<file path="src/rtl/dm_arbiter.sv">
// dm_arbiter: two-port arbiter/sequencer for the single-port data memory.
//   m0 = CPU load/store port, m1 = debug/loader port. Each access runs
//   IDLE -> ISSUE -> RESP, with a one-cycle ack pulse in RESP.
// Ports:
//   clk, rst (synchronous, active-low)
//   mX_req/we/be/addr/wdata  request from port X, held until mX_ack
//   mX_ack, mX_rdata         completion pulse and read data (0 unless read ack)
//   m0_stall                 m0_req & ~m0_ack, pipeline freeze
//   mem_en/we/be/addr/wdata  registered memory command (mem_en high in ISSUE)
//   mem_rdata                synchronous memory read data (valid in RESP)
//   busy                     high in ISSUE and RESP
// Configuration:
//   DMARB_CPU_PRI_EN defined   -> fixed priority, m0 wins every tie
//   DMARB_CPU_PRI_EN undefined -> round-robin on a `last` register (reset 1)
module dm_arbiter #(
  parameter int unsigned AW = 10,
  parameter int unsigned DW = 32
) (
  input  logic            clk,
  input  logic            rst,
  input  logic            m0_req,
  input  logic            m0_we,
  input  logic [DW/8-1:0] m0_be,
  input  logic [AW-1:0]   m0_addr,
  input  logic [DW-1:0]   m0_wdata,
  output logic            m0_ack,
  output logic [DW-1:0]   m0_rdata,
  output logic            m0_stall,
  input  logic            m1_req,
  input  logic            m1_we,
  input  logic [DW/8-1:0] m1_be,
  input  logic [AW-1:0]   m1_addr,
  input  logic [DW-1:0]   m1_wdata,
  output logic            m1_ack,
  output logic [DW-1:0]   m1_rdata,
  output logic            mem_en,
  output logic            mem_we,
  output logic [DW/8-1:0] mem_be,
  output logic [AW-1:0]   mem_addr,
  output logic [DW-1:0]   mem_wdata,
  input  logic [DW-1:0]   mem_rdata,
  output logic            busy
);

  typedef enum logic [1:0] {
    IDLE  = 2'd0,
    ISSUE = 2'd1,
    RESP  = 2'd2
  } state_t;

  state_t state;
  logic   win;      // port being served: 0 = m0, 1 = m1
  logic   grant;    // port that would win if sampled this cycle
`ifndef DMARB_CPU_PRI_EN
  logic   last;     // most recently granted port
`endif

  logic            sel_we;
  logic [DW/8-1:0] sel_be;
  logic [AW-1:0]   sel_addr;
  logic [DW-1:0]   sel_wdata;

  always_comb begin
`ifdef DMARB_CPU_PRI_EN
    grant = ~m0_req;
`else
    if (m0_req && m1_req) grant = ~last;
    else                  grant = ~m0_req;
`endif
  end

  always_comb begin
    sel_we    = grant ? m1_we    : m0_we;
    sel_be    = grant ? m1_be    : m0_be;
    sel_addr  = grant ? m1_addr  : m0_addr;
    sel_wdata = grant ? m1_wdata : m0_wdata;
  end

  always_ff @(posedge clk) begin
    if (!rst) begin
      state     <= IDLE;
      win       <= 1'b0;
      mem_en    <= 1'b0;
      mem_we    <= 1'b0;
      mem_be    <= '0;
      mem_addr  <= '0;
      mem_wdata <= '0;
      m0_ack    <= 1'b0;
      m1_ack    <= 1'b0;
      busy      <= 1'b0;
`ifndef DMARB_CPU_PRI_EN
      last      <= 1'b1;
`endif
    end else begin
      m0_ack <= 1'b0;
      m1_ack <= 1'b0;
      case (state)
        IDLE: begin
          if (m0_req || m1_req) begin
            win       <= grant;
            mem_we    <= sel_we;
            mem_be    <= sel_we ? sel_be : '0;
            mem_addr  <= sel_addr;
            mem_wdata <= sel_wdata;
            mem_en    <= 1'b1;
            busy      <= 1'b1;
            state     <= ISSUE;
`ifndef DMARB_CPU_PRI_EN
            last      <= grant;
`endif
          end
        end
        ISSUE: begin
          mem_en <= 1'b0;
          m0_ack <= ~win;
          m1_ack <= win;
          state  <= RESP;
        end
        RESP: begin
          busy  <= 1'b0;
          state <= IDLE;
        end
        default: state <= IDLE;
      endcase
    end
  end

  // Memory read data arrives the cycle after mem_en, i.e. alongside the
  // registered ack, so rdata is a gated pass-through rather than a register.
  assign m0_rdata = (m0_ack && !mem_we) ? mem_rdata : '0;
  assign m1_rdata = (m1_ack && !mem_we) ? mem_rdata : '0;
  assign m0_stall = m0_req & ~m0_ack;

endmodule

</file>
<file path="config.mk">
export PLATFORM = sky130hd
export DESIGN_NAME = dm_arbiter
export DESIGN_NICKNAME = d
export VERILOG_FILES = /design/src/rtl/dm_arbiter.sv
export SDC_FILE = /design/constraint.sdc
export NUM_CORES = 1
export LEC_CHECK = 0
export CAP_MARGIN = 20
export CORE_UTILIZATION = 31
export DETAILED_ROUTE_END_ITERATION = 8
export PLACE_DENSITY = 0.85
export SYNTH_ARGS = -nofsm -noshare
export SYNTH_HDL_FRONTEND = slang
export SYNTH_SLANG_ARGS = --single-unit
</file>
<file path="constraint.sdc">
create_clock -name clk -period 1.4 [get_ports clk]
set_input_delay 0.14 -clock clk [delete_from_list [all_inputs] [get_ports clk]]
set_output_delay 0.14 -clock clk [all_outputs]
set_load 0.03 [all_outputs]
</file>
; ---- Yosys cells after proc, flatten, opt, wreduce, memory -nomap -nowiden
; Index checks and enable logic that the tools add are counted.
[word_totals]
inputBits = 130
elab_cells = 44
ff_bits = 55
output_inout_bits = 116
[op_classes]
n_reduce_logical = 12
bitwise = 5
eq_ne = 3
mux = 13
[ops]
columns = cell, count
row1 = $mux W32, 3
row2 = $mux W10, 1
row3 = $mux W4, 2
row4 = $reduce_and A2 Y1, 4
row5 = $not A1 Y1, 4
row6 = $pmux W1 S2, 2
row7 = $pmux W2 S2, 1
row8 = $reduce_bool A2 Y1, 2
row9 = $logic_and A1 B1 Y1, 3
row10 = $mux W1, 3
row11 = $eq A2 B1 Y1 const B, 1
row12 = $eq A2 B2 Y1 const B, 1
row13 = $logic_not A2 Y1, 1
row14 = $mux W2, 1
row15 = $ne A2 B2 Y1 const B, 1
row16 = $and A1 B1 Y1, 1
row17 = $logic_not A1 Y1, 1
row18 = $logic_or A1 B1 Y1, 1

; ---- Depth between registers and ports, before layout
[logic_depth]
ltp_word = 4
depth_mapped = 7
mapped_depth_nobuf = 3

; ---- Worst setup path after synthesis
; OpenSTA, ideal clock, no wires.
[synth_timing]
path_type = register -> output
startpoint = register m0_ack
endpoint = output m0_rdata[10]
slack_ns = -0.038
n_path_buf = 1
t_arrival_ns = 1.298
required_time_ns = 1.260
stages_incl_launch_ff = 4
path_cell_list = dfxtp_1 -> nor2b_1 -> clkbuf_1 -> and2_1
[synth_between]
elab_chain_cells = 2
[synth_rtl]
columns = item, line_no
row1 = "start, declared", 26  ; output logic m0_ack,
row2 = "start signal, assigned", 115  ; m0_ack <= ~win;
row3 = $logic_and A1 B1 Y1, 130  ; assign m0_rdata = (m0_ack && !mem_we) ? mem_rdata : '0;
row4 = $mux W32, 130
row5 = "end, declared", 27  ; output logic [DW-1:0] m0_rdata,
; No other way between the ends.

; ---- Worst setup path in the final report
[layout_timing]
startpoint = register mem_we
endpoint = output m1_rdata[30]
[layout_between]
elab_chain_cells = 3
[layout_rtl]
columns = item, line_no
row1 = "start, declared", 37  ; output logic mem_we,
row2 = "start signal, assigned", 101  ; mem_we <= sel_we;
row3 = $logic_not A1 Y1, 131  ; assign m1_rdata = (m1_ack && !mem_we) ? mem_rdata : '0;
row4 = $logic_and A1 B1 Y1, 131
row5 = $mux W32, 131
row6 = "end, declared", 35  ; output logic [DW-1:0] m1_rdata,
; No other way between the ends.

==> impl_metrics.tcl <==
set metrics [dict create \
    final_area_um2 6203 \
    final-max-slew-violation-count 0 \
    p_leak_nw 2.579 \
    drtIter0Drc 111 \
    synth.yosys.warnings 0 \
    ys_types 26 \
    antenna_found_initial 0 \
    synth_seq_area_share_pct 34.58 \
    startpoint_type "register" \
    end_kind "output pin" \
    maxCapViolations 0 \
    cts_tree "built" \
    critPathLaunch "mem_we$_SDFFE_PN0P_" \
    setup_viol 64 \
    cp.required_ns 1.26 \
    r2r_cells 4 \
    min_period_over_period_pct 106.0 \
    clock-skew-final_ns 0.01013 \
    track_usage_pct 23.27 \
    synth_nets 509 \
    status "finished, violations left" \
    grt_pass1_wl_um 18890 \
    cp.arrival_ns 1.34 \
    clk_pin_slew_ns 0.11 \
    initial_utilization_pct 32.28 \
    final_nets 747 \
    drive_above_1_share_pct 33.98 \
    grt_max_degree 38 \
    totalWireLength_um 13840 \
    period_needed_ns 1.484 \
    hold_viol 0 \
    die_height_um 103.4 \
    dieWidth_um 103.4 \
    diodes 0 \
    r2r_end "mem_wdata[30]$_SDFFE_PN0P_" \
    setup_ws_ns -0.08408 \
    drc 0 \
    synth_cells 379 \
    slew_headroom_pct 75.54 \
    powerDensity_nw_per_um2 770.8 \
    dp_slack_ns -0.2321 \
    wl_per_cell_um 18.43 \
    min_path_type "input pin to register" \
    ios 246 \
    clk_latency_ns 0.31 \
    ys_ff_latch 55 \
    critPathCapture "m1_rdata[30]" \
    grt_pass1_vias 3761 \
    htreeDepth 2 \
    holdBufCountCts 0 \
    cts_root_buffer "clkbuf_8" \
    worst_r2r_startpoint "state[1]$_SDFFE_PN0P_" \
    dp_hpwl_um 9810 \
    fmax_mhz 673.8 \
    io_buffers 245 \
    failed_checks "negative setup slack" \
    row_count 36 \
    critPathKind "register to output pin" \
    gp_congestion 0.7681 \
    clock_path_buffers 2 \
    core_area_um2 9864 \
    ir_drop_v 0.0004819 \
    drt-pass1-iter-count 4 \
    syn_to_final_growth_pct 94.81 \
    grt_overflow 0 \
    design.die.area_um2 10680 \
    worst-slew-pin-transition_ns 0.3683 \
    cts_made_buffers 5 \
    drtAntennaViolNets 0 \
    ff2ff_setup_slack_ns 0.07 \
    avgSynthCellArea_um2 8.402 \
    vias 3928 \
    rsz0062_at_grt "true" \
    fin_setup_tns_ns -2.991 \
    placed_cell_area_um2 5834 \
    via_per_inst 5.230 \
    critPathMaxFanout 8 \
    syn_area_um2 3184 \
    clock-sinks 55 \
    whs_ns 0.4207 \
]
==> state kept, by name, summed over array words and instances (netlist names) <==
name,flops
mem_en,1
m1_ack,1
last,1
win,1
m0_ack,1
mem_we,1
mem_wdata,32
busy,1
mem_be,4
state,2
mem_addr,10
==> how the worst min path moves through the flow <==
stage | start | to | slack [ns] | cells past startpoint
after global placement | win$_SDFFE_PN0P_ | m0_ack$_SDFF_PN0_ | 0.43 | 1
after CTS | m1_wdata[16] | mem_wdata[16]$_SDFFE_PN0P_ | 0.40 | 3
final | m1_wdata[16] | mem_wdata[16]$_SDFFE_PN0P_ | 0.42 | 3
after detailed placement | win$_SDFFE_PN0P_ | m0_ack$_SDFF_PN0_ | 0.44 | 1
after floorplan | rst | last$_SDFFE_PN1P_ | 0.22 | 1
after global routing | m1_wdata[16] | mem_wdata[16]$_SDFFE_PN0P_ | 0.41 | 3
==> placed cells by master (no fill, tap or decap), types with 30 or more instances in the layout <==
cell             Yosys  final
a21oi_1             50     50
nand3_1             46     46
buf_6                5     68
a311oi_2            30     30
and2_4               1     33
o21ai_0             44     44
and2_2               0     30
dfxtp_1             55     52
dlygate4sd2_1        0     50
clkdlybuf4s50_1      0    128
==> what timing repair did <==
item | 4_1_cts | 5_1_grt
setup endpoints to repair | 116 | 67
pin swaps | 0 | 27
setup buffers | 3 | 0
gates cloned | 3 | 0
resized for setup | 96 | 71
==> worst max-delay path, stage by stage (launching register included) <==
cell and delay [ns]:
dfxtp_4 0.39, nor2b_4 0.19, buf_6 0.17, and2_4 0.16, buf_6 0.13
==> per-layer routing <==
| layer | wire length [um] | track usage, % | share of wire (%) | vias up |
|---|---|---|---|---|
| li1 | - | - | - | 1869 |
| met1 | 5147 | 23.31 | 37 | 1857 |
| met2 | 7413 | 46.51 | 54 | 178 |
| met3 | 962 | 5.309 | 7.0 | 24 |
| met4 | 314 | 7.909 | 2.3 | 0 |
| met5 | 0 | 0 | 0 | - |
==> logic make-up after synthesis <==
family                 synth area share (%)
AO/OA/AOI/OAI                         35.36
AND/OR/NAND/NOR                       22.48
buffers and inverters                 7.583
flip-flops                            34.58
==> per-stage QoR <==
stage	std cells	utilization [%]	power (mW)
after floorplan	379	-	2.964
after global placement	739	59.15	3.927
after detailed placement	739	59.15	3.982
after CTS	753	61.09	4.764
after global routing	751	62.89	5.023
final	751	62.89	4.782
==> final cells by class <==
cell class / instances / area [um^2]
clock buffers: 6 / 72.57
clock inverters: 2 / 12.51
fillers: 809 / 3661
inverters: 4 / 15.01
multi-input cells: 273 / 1977
flip-flops and latches: 55 / 1107
well taps: 133 / 166.4
repair buffers: 278 / 2853
==> Yosys cell counts <==
cell	n	share of area, %
buf_2	7	1.1
nand2b_1	1	0.20
clkinv_1	1	0.12
nor3_1	2	0.31
o21ba_1	1	0.31
inv_1	1	0.12
nor2b_1	2	0.39
buf_6	5	1.8
and2b_1	1	0.24
nor4_1	2	0.39
a21oi_1	50	7.9
o21ai_0	44	6.9
o211ai_1	4	0.94
o21ai_1	1	0.16
nand2_1	2	0.24
clkbuf_1	34	4.0
a311oi_2	30	14
nand3_1	46	7.2
buf_4	1	0.24
o221a_2	1	0.35
inv_2	2	0.24
a311oi_1	17	4.7
and2_1	66	13
nor2_1	2	0.24
dfxtp_1	55	35
and2_4	1	0.28
==> report_power, final <==
group / total [mW] / switching, mW / internal (mW)
sequential: 1.85 / 0.102 / 1.74
clock: 0.882 / 0.530 / 0.352
combinational: 2.05 / 1.11 / 0.945
total: 4.78 / 1.74 / 3.04
(Power assumes the default switching activity.)
